===== src/rtl/dmem_responder_if.sv =====
// dmem_responder_if: request/response handshake bundle between the ALU_MEM stage and the data memory.
interface dmem_responder_if #(parameter int ADDR_W = 6);
    logic              reqValid;
    logic              reqReady;
    logic              reqWrite;
    logic [2:0]        reqFunc3;
    logic [ADDR_W-1:0] reqAddr;
    logic [31:0]       reqWData;
    logic              respValid;
    logic              respReady;
    logic [31:0]       respRData;
    logic              respErr;
    modport master (output reqValid, reqWrite, reqFunc3, reqAddr, reqWData, respReady,
                    input  reqReady, respValid, respRData, respErr);
    modport slave  (input  reqValid, reqWrite, reqFunc3, reqAddr, reqWData, respReady,
                    output reqReady, respValid, respRData, respErr);
endinterface


===== src/rtl/dmem_responder.sv =====
// dmem_responder: word-organised data RAM serving RV32 byte/half/word loads and stores
// with fixed access latency and valid/ready handshakes on request and response.
module dmem_responder #(
    parameter int ADDR_W  = 6,
    parameter int DEPTH   = 16,
    parameter int LATENCY = 2
) (
    input logic             clk,
    input logic             resetIn,
    dmem_responder_if.slave bus
);
    localparam int IW = (DEPTH > 1) ? $clog2(DEPTH) : 1;
    typedef enum logic [1:0] {IDLE, ACCESS, RESP} state_t;
    state_t          state_q, state_d;
    logic [3:0]      cnt_q, cnt_d;
    logic            write_q, write_d;
    logic [2:0]      func3_q, func3_d;
    logic [IW-1:0]   idx_q, idx_d;
    logic [1:0]      off_q, off_d;
    logic [31:0]     wdata_q, wdata_d;
    logic [31:0]     rdata_q, rdata_d;
    logic            err_q, err_d;
    logic [31:0]     mem [DEPTH];
    logic            bad_f3, misaligned, out_of_range, req_err, commit;
    logic [31:0]     word, load_val, store_word;
    logic [7:0]      byte_v;
    logic [15:0]     half_v;
    logic [3:0]      be;
    always_comb begin
        bad_f3       = bus.reqWrite ? (bus.reqFunc3 > 3'd2)
                                    : !(bus.reqFunc3 inside {3'd0, 3'd1, 3'd2, 3'd4, 3'd5});
        misaligned   = (bus.reqFunc3[1:0] == 2'b01 && bus.reqAddr[0]) ||
                       (bus.reqFunc3[1:0] == 2'b10 && bus.reqAddr[1:0] != 2'b00);
        out_of_range = 32'(bus.reqAddr[ADDR_W-1:2]) >= 32'(DEPTH);
        req_err      = bad_f3 || misaligned || out_of_range;
    end
    always_comb begin
        word     = mem[idx_q];
        byte_v   = word[{off_q, 3'b000} +: 8];
        half_v   = word[{off_q[1], 4'b0000} +: 16];
        load_val = (func3_q == 3'd0) ? {{24{byte_v[7]}}, byte_v} :
                   (func3_q == 3'd1) ? {{16{half_v[15]}}, half_v} :
                   (func3_q == 3'd4) ? {24'd0, byte_v} :
                   (func3_q == 3'd5) ? {16'd0, half_v} : word;
    end
    // Replicate store data across lanes so the byte enables alone pick the target lanes.
    always_comb begin
        store_word = (func3_q[1:0] == 2'b00) ? {4{wdata_q[7:0]}} :
                     (func3_q[1:0] == 2'b01) ? {2{wdata_q[15:0]}} : wdata_q;
        be         = (func3_q[1:0] == 2'b00) ? (4'b0001 << off_q) :
                     (func3_q[1:0] == 2'b01) ? (off_q[1] ? 4'b1100 : 4'b0011) : 4'b1111;
        commit     = (state_q == ACCESS) && (cnt_q == 4'd0);
    end
    always_comb begin
        state_d = state_q;
        cnt_d   = cnt_q;
        write_d = write_q;
        func3_d = func3_q;
        idx_d   = idx_q;
        off_d   = off_q;
        wdata_d = wdata_q;
        rdata_d = rdata_q;
        err_d   = err_q;
        case (state_q)
            IDLE: if (bus.reqValid) begin
                write_d = bus.reqWrite;
                func3_d = bus.reqFunc3;
                idx_d   = bus.reqAddr[IW+1:2];
                off_d   = bus.reqAddr[1:0];
                wdata_d = bus.reqWData;
                state_d = req_err ? RESP : ACCESS;
                cnt_d   = 4'(LATENCY - 1);
                err_d   = req_err;
                rdata_d = 32'd0;
            end
            ACCESS: begin
                state_d = commit ? RESP : ACCESS;
                cnt_d   = commit ? cnt_q : cnt_q - 4'd1;
                rdata_d = (commit && !write_q) ? load_val : 32'd0;
                err_d   = 1'b0;
            end
            RESP: if (bus.respReady) begin
                state_d = IDLE;
                rdata_d = 32'd0;
                err_d   = 1'b0;
            end
            default: state_d = IDLE;
        endcase
    end
    always_ff @(posedge clk or negedge resetIn) begin
        if (!resetIn) begin
            state_q <= IDLE;
            cnt_q   <= 4'd0;
            write_q <= 1'b0;
            func3_q <= 3'd0;
            idx_q   <= '0;
            off_q   <= 2'd0;
            wdata_q <= 32'd0;
            rdata_q <= 32'd0;
            err_q   <= 1'b0;
        end else begin
            state_q <= state_d;
            cnt_q   <= cnt_d;
            write_q <= write_d;
            func3_q <= func3_d;
            idx_q   <= idx_d;
            off_q   <= off_d;
            wdata_q <= wdata_d;
            rdata_q <= rdata_d;
            err_q   <= err_d;
        end
    end
    // RAM is never cleared; reset forces IDLE so an uncommitted store is dropped.
    always_ff @(posedge clk) begin
        if (commit && write_q)
            for (int i = 0; i < 4; i++)
                if (be[i]) mem[idx_q][8*i +: 8] <= store_word[8*i +: 8];
    end
    assign bus.reqReady  = (state_q == IDLE);
    assign bus.respValid = (state_q == RESP);
    assign bus.respRData = rdata_q;
    assign bus.respErr   = err_q;
endmodule


===== src/flat_wrapper.sv =====
// flat-port wrapper written by rule: the top's interface ports become plain ports
module dmem_responder_flat 
#(
    parameter int ADDR_W  = 6,
    parameter int DEPTH   = 16,
    parameter int LATENCY = 2
)
  (clk, resetIn, bus_reqValid, bus_reqWrite, bus_reqFunc3, bus_reqAddr, bus_reqWData, bus_respReady, bus_reqReady, bus_respValid, bus_respRData, bus_respErr);
  dmem_responder_if #(.ADDR_W(ADDR_W)) bus_i ();
  input logic clk;
  input logic resetIn;
  input wire logic [$bits(bus_i.reqValid)-1:0] bus_reqValid;
  input wire logic [$bits(bus_i.reqWrite)-1:0] bus_reqWrite;
  input wire logic [$bits(bus_i.reqFunc3)-1:0] bus_reqFunc3;
  input wire logic [$bits(bus_i.reqAddr)-1:0] bus_reqAddr;
  input wire logic [$bits(bus_i.reqWData)-1:0] bus_reqWData;
  input wire logic [$bits(bus_i.respReady)-1:0] bus_respReady;
  output wire logic [$bits(bus_i.reqReady)-1:0] bus_reqReady;
  output wire logic [$bits(bus_i.respValid)-1:0] bus_respValid;
  output wire logic [$bits(bus_i.respRData)-1:0] bus_respRData;
  output wire logic [$bits(bus_i.respErr)-1:0] bus_respErr;
  assign bus_i.reqValid = bus_reqValid;
  assign bus_i.reqWrite = bus_reqWrite;
  assign bus_i.reqFunc3 = bus_reqFunc3;
  assign bus_i.reqAddr = bus_reqAddr;
  assign bus_i.reqWData = bus_reqWData;
  assign bus_i.respReady = bus_respReady;
  assign bus_reqReady = bus_i.reqReady;
  assign bus_respValid = bus_i.respValid;
  assign bus_respRData = bus_i.respRData;
  assign bus_respErr = bus_i.respErr;
  dmem_responder #(.ADDR_W(ADDR_W), .DEPTH(DEPTH), .LATENCY(LATENCY)) u_core (.clk(clk), .resetIn(resetIn), .bus(bus_i));
endmodule

===== config.mk =====
export PLATFORM = sky130hd
export DESIGN_NAME = dmem_responder_flat
export DESIGN_NICKNAME = d
export VERILOG_FILES = /design/src/rtl/dmem_responder_if.sv /design/src/rtl/dmem_responder.sv /design/src/flat_wrapper.sv
export SDC_FILE = /design/constraint.sdc
export NUM_CORES = 1
export LEC_CHECK = 0
export CAP_MARGIN = 30
export CORE_ASPECT_RATIO = 1.25
export CORE_MARGIN = 4
export CORE_UTILIZATION = 40
export DETAILED_ROUTE_END_ITERATION = 10
export DONT_BUFFER_PORTS = 1
export PLACE_DENSITY = 0.64
export SYNTH_ARGS = -nofsm -noshare
export SYNTH_HDL_FRONTEND = slang
export SYNTH_SLANG_ARGS = --single-unit

===== constraint.sdc =====
create_clock -name clk -period 3.25 [get_ports clk]
set_clock_uncertainty 0.1 [all_clocks]
set_input_delay 0.4875 -clock clk [delete_from_list [all_inputs] [get_ports clk]]
set_output_delay 0.4875 -clock clk [all_outputs]
set_load 0.005 [all_outputs]

# After elaboration in Yosys (flattened, before gate mapping)
# Memories as Yosys holds them, arrays and structs flattened.
# Index checks and enable logic that the tools add are counted.
totals:
  reg_bits: 81
  latchBits: 0
  ram_bits: 512
  rom_bits: 0
  output_inout_bits: 35
  n_memories: 1
op_classes:
  add_sub_neg: 1
  mul: 0
  n_div: 0
  magnitude_cmp: 1
  eq_ne: 15
  shifts: 3
  muxes: 37
  n_bitwise: 0
  reduce_logical: 22
mem_list:
  columns: ["memory", "words", "word_bits", "rd", "rd_ports_with_merged_regs", "wr", "line", "rtl"]
  rows:
  - ["u_core.mem", 16, 32, 1, 0, 1, "dmem_responder.sv:23", "logic [31:0] mem [DEPTH];"]
ops:
  columns: ["operator", "n"]
  rows:
  - ["$mux 32", 9]
  - ["$pmux 32 s3", 1]
  - ["$shiftx 32x6->16", 1]
  - ["$shiftx 32x6->8", 1]
  - ["$mux 4", 5]
  - ["$mux 1", 15]
  - ["$eq 3x3->1 const B", 4]
  - ["$mux 2", 4]
  - ["$pmux 4 s2", 1]
  - ["$eq 2x1->1 const B", 3]
  - ["$eq 3x1->1 const B", 2]
  - ["$logic_not 3->1", 2]
  - ["$ne 2x2->1 const B", 3]
  - ["$pmux 2 s3", 1]
  - ["$reduce_and 3->1", 2]
  - ["$logic_and 1x1->1", 5]
  - ["$reduce_bool 5->1", 1]
  - ["$eq 2x2->1 const B", 2]
  - ["$logic_not 2->1", 2]
  - ["$logic_not 4->1", 1]
  - ["$reduce_and 2->1", 2]
  - ["$reduce_bool 2->1", 2]
  - ["$shl 1x2->4 const A", 1]
  - ["$sub 4x1->4 const B", 1]
  - ["other kinds (6)", 8]

# Depth between registers and ports, before layout
depth:
  ltp_word: 8
  ltp_mapped: 11
  depth_no_buf: 8

# Worst setup path after synthesis
# Ideal clock, no wire load.
synth_path:
  path_type: "register to register"
  start: "register u_core.idx_q[2]"
  end: "memory u_core.mem[7][0] (enable)"
  t_arrival_ps: 2386
  slack_ps: 393
  stages_incl_launch_ff: 9
  n_path_buf: 5
  synth_period_minus_slack_ps: 2857
  path_cell_list: "dfrtp_1 buf_2 buf_2 buf_2 buf_2 buf_1 nor2b_1 nand3_1 nor2_1"
synth_rtl:
  columns: ["element", "line", "rtl"]
  rows:
  - ["start, declared", "dmem_responder.sv:18", "logic [IW-1:0] idx_q, idx_d;"]
  - ["start signal, assigned", "dmem_responder.sv:106", "idx_q <= idx_d;"]
  - ["end, declared", "dmem_responder.sv:23", null]
# Straight into the memory's write port.

# Final worst setup path
layout_path:
  start: "register u_core.idx_q[0]"
  end: "register u_core.rdata_q[5], in the netlist u_core.bus.respRData[5]"
layout_between:
  elab_chain_cells: 8
  elab_cells_between_ends: 9
  cone_classes: "2 x shift; 6 x mux; 1 x memory"
layout_rtl:
  columns: ["element", "line", "rtl"]
  rows:
  - ["$mem_v2 16x32 *", null, null]
  - ["$shiftx 32x6->16", "dmem_responder.sv:40", "half_v = word[{off_q[1], 4'b0000} +: 16];"]
  - ["$mux 32", "dmem_responder.sv:44", "(func3_q == 3'd5) ? {16'd0, half_v} : word;"]
  - ["$mux 32", "dmem_responder.sv:43", "(func3_q == 3'd4) ? {24'd0, byte_v} :"]
  - ["$mux 32", "dmem_responder.sv:42", "(func3_q == 3'd1) ? {{16{half_v[15]}}, half_v} :"]
  - ["$mux 32 *", "dmem_responder.sv:41", "load_val = (func3_q == 3'd0) ? {{24{byte_v[7]}}, byte_v} :"]
  - ["$mux 32 *", "dmem_responder.sv:79", "rdata_d = (commit && !write_q) ? load_val : 32'd0;"]
  - ["$pmux 32 s3 *", "dmem_responder.sv:64", "case (state_q)"]
  - ["end signal, assigned", "dmem_responder.sv:109", "rdata_q <= rdata_d;"]
  - ["end, declared", "dmem_responder.sv:21", "logic [31:0] rdata_q, rdata_d;"]
# Mark *: on every way between the ends. The rest lies on a longest branch, timed or not.
# A chain may end at the register's enable or synchronous reset.

==> flow_metrics.py <==
metrics = {
    "cells_and_area": {
        "finalNetCount": 1447,
        "syn2layout_area_growth_pct": 16.3,
        "nFillCells": 4941,
        "fin_cells": 2209,
        "drive_gt1_share_pct": 29.1,
        "final_core_util_pct": 46.9,
    },
    "clock_tree": {
        "numCtsBuffers": 55,
        "clock_path_buffers": 3,
        "cts-root-buf": "clkbuf_16",
        "tritoncts": "built",
        "cts.htree.levels": 2,
        "clock_latency_ns": 0.62,
        "path_clk_slew_ns": 0.07,
        "cts_sinks": 593,
        "post_cts_resized": 0,
    },
    "synth": {
        "syn-num-nets": 1306,
        "syn_area_per_cell_um2": 19.1,
        "synth_warnings": 0,
        "syn_inst": 1255,
        "synthArstFlopShare_pct": 13.7,
        "ys.flop_type": "edfxtp_1",
        "synth_seq_cells": 593,
        "synth.distinct_cells": 49,
        "yosysSeqAreaShare_pct": 72.4,
        "synth-edff-count": 512,
        "synth_area_um2": 24000,
    },
    "global_routing": {
        "grt_pass1_wl_mm": 88.8,
        "grt_max_degree": 82,
        "gr-usage-all-layers_pct": 19.0,
        "antenna_found_initial": 2,
        "grt_pass1_vias": 13000,
        "grt_overflow": 0,
    },
    "setup_path": {
        "end_kind": "flop",
        "worst_path_dominant_cell_family": "compound AO/OA/AOI/OAI gates",
        "crit_type": "flop to flop",
        "cp-start-kind": "flop",
        "critPathArrivalTime_ns": 3.35,
        "cpPeakStageDelay_ns": 0.67,
        "crit_path_cell_trace": "buf_12 > mux4_2 > mux2i_1 > buf_4 > o22ai_1 > a222oi_1 > o221ai_1",
        "cp.required_ns": 3.61,
        "path_max_fanout": 36,
        "cp_slowest_cell": "dfrtp_4",
        "critPathBufInv": 2,
    },
    "sta": {
        "rsz0062_at_grt": "false",
        "max_freq_ghz": 0.334,
        "slew_headroom_pct": 34.8,
        "layout_min_cycle_time_ns": 2.99,
        "drv_slew": 0,
        "period_share_pct": 92.0,
        "setup_viol": 0,
        "hold_viol": 0,
        "worstMarginPinSlew_ns": 0.971,
        "setup_tns_ns": 0,
    },
    "worst_hold_path": {
        "hold_class": "input pin to flop",
    },
    "die": {
        "die-area_um2": 64100,
        "row_count": 100,
        "die_h_um": 282,
        "die_w_um": 227,
        "start_util_pct": 40.3,
        "io_pins": 81,
        "core-area_um2": 59600,
    },
    "detailed_routing": {
        "drt_iter0_drc": 1458,
        "antenna_left": 0,
        "wl_per_cell_um": 27.4,
        "num_vias": 12700,
        "drc": 0,
        "firstDrtPassIters": 10,
        "wl_mm": 60.5,
        "vias_per_cell": 5.73,
    },
    "placement": {
        "gp_congestion": 0.903,
        "portBuffers": 0,
        "placed_cells": 2059,
        "hpwlAfterDp_mm": 40.2,
    },
    "job": {
        "max-cap-violations": 0,
    },
    "pwr": {
        "ir_worst_vdd_mv": 0.549,
        "leakage_nw": 9.36,
        "power.density_nw_per_um2": 946,
    },
    "status": {
        "status": "completed",
    },
}
## registers in the layout (all words and copies together), names as in the netlist
register,cells
u_core.idx_q,4
u_core.bus.respRData,32
u_core.write_q,1
u_core.state_q,2
u_core.func3_q,3
u_core.off_q,2
u_core.wdata_q,32
u_core.cnt_q,4
u_core.bus.respErr,1
u_core.mem,512
## routing by layer
| metal | track usage [%] | wire length, um |
|---|---|---|
| met1 | 24.0 | 23200 |
| met2 | 32.4 | 31000 |
| met3 | 4.50 | 4240 |
| met4 | 6.41 | 2140 |
| met5 | 0 | 0 |
## kinds of logic after synthesis
| family | synth area share [%] |
|---|---|
| AOI/OAI and AO/OA | 3.94 |
| adders and majority gates | 0.260 |
| muxes | 18.2 |
| buffers and inverters | 1.82 |
| and+or+nand+nor | 3.33 |
| DFF | 72.4 |
## worst min-delay path: stages
cell and delay (ns):
nand2_1 0.03, o21ai_0 0.06, a22oi_1 0.06, o21ai_0 0.07
## through the flow
stage / hold slack, ns / setup WS [ns] / power, mW / area, um2
after CTS: 0.0237 / 0.200 / 26.6 / 27900
after global placement: 0.0939 / 0.307 / 19.6 / 25600
after global routing: 0.0724 / 0.0585 / 27.5 / 27900
after detailed placement: 0.0937 / 0.326 / 19.8 / 25600
final: 0.0372 / 0.259 / 26.4 / 27900
after floorplan: 0.0919 / 0.393 / 16.5 / 24000
## cell usage in the layout, fill, tap and decap left out, types with 37 or more instances in the layout
cell type / count
edfxtp_1: 512
mux4_2: 140
buf_4: 104
nor2_1: 95
mux2_2: 76
dfrtp_1: 76
clkbuf_16: 57
nand2_1: 55
dlygate4sd3_1: 44
mux2i_1: 37
## cells in the mapped netlist (8+ instances only)
cell        n  area, um2
mux2_2     76        856
mux4_2    140       3150
buf_1      11       41.3
o31ai_1     8       60.1
nand3_1    14       70.1
nand2_1    56        210
inv_1       8       30.0
o22ai_1     8       50.1
o21ai_0    23        115
dfrtp_1    81       2030
buf_4       9       67.6
a32o_1      8       80.1
mux2i_1    37        370
a21oi_1    12       60.1
a21o_1     12       90.1
clkbuf_1   30        113
edfxtp_1  512      15400
nor2_1     95        357
o221ai_1    8       70.1
buf_2      17       85.1
o21ai_1    14       70.1
## where the power goes
part | switching (mW) | internal (mW) | total [mW]
sequential | 0.814 | 10.1 | 10.9
clock | 2.73 | 3.98 | 6.71
combinational | 5.21 | 3.61 | 8.82
## final timing paths
check	depth (start not counted)	end	slack, ns	from
min in group asynchronous	2	u_core.cnt_q[2]	0.31	resetIn
max	7	u_core.bus.respRData[5]	0.26	u_core.idx_q[0]
min reg2reg	1	u_core.wdata_q[31]	0.42	u_core.wdata_q[31]
min	4	u_core.cnt_q[1]	0.04	bus_reqValid
max reg2reg	7	u_core.bus.respRData[5]	0.26	u_core.idx_q[0]
max in group asynchronous	2	u_core.wdata_q[17]	2.32	resetIn
## timing repair
action / in CTS / in global routing
buffers inserted: 0 / 0
hold buffers: 45 / 0
endpoints found under the hold margin: 124 / 0
## layout make-up
cell class,instances,area [um2],area share [%]
Antenna cell,2,5.00,0.0179
Clock buffer,78,1530,5.46
Clock inverter,25,354,1.27
Inverter,9,33.8,0.121
Multi-Input combinational cell,579,6210,22.2
Sequential cell,593,17400,62.4
Tap cell,765,957,3.43
Timing Repair Buffer,158,1430,5.12
Power figures use the tool's default switching activity.
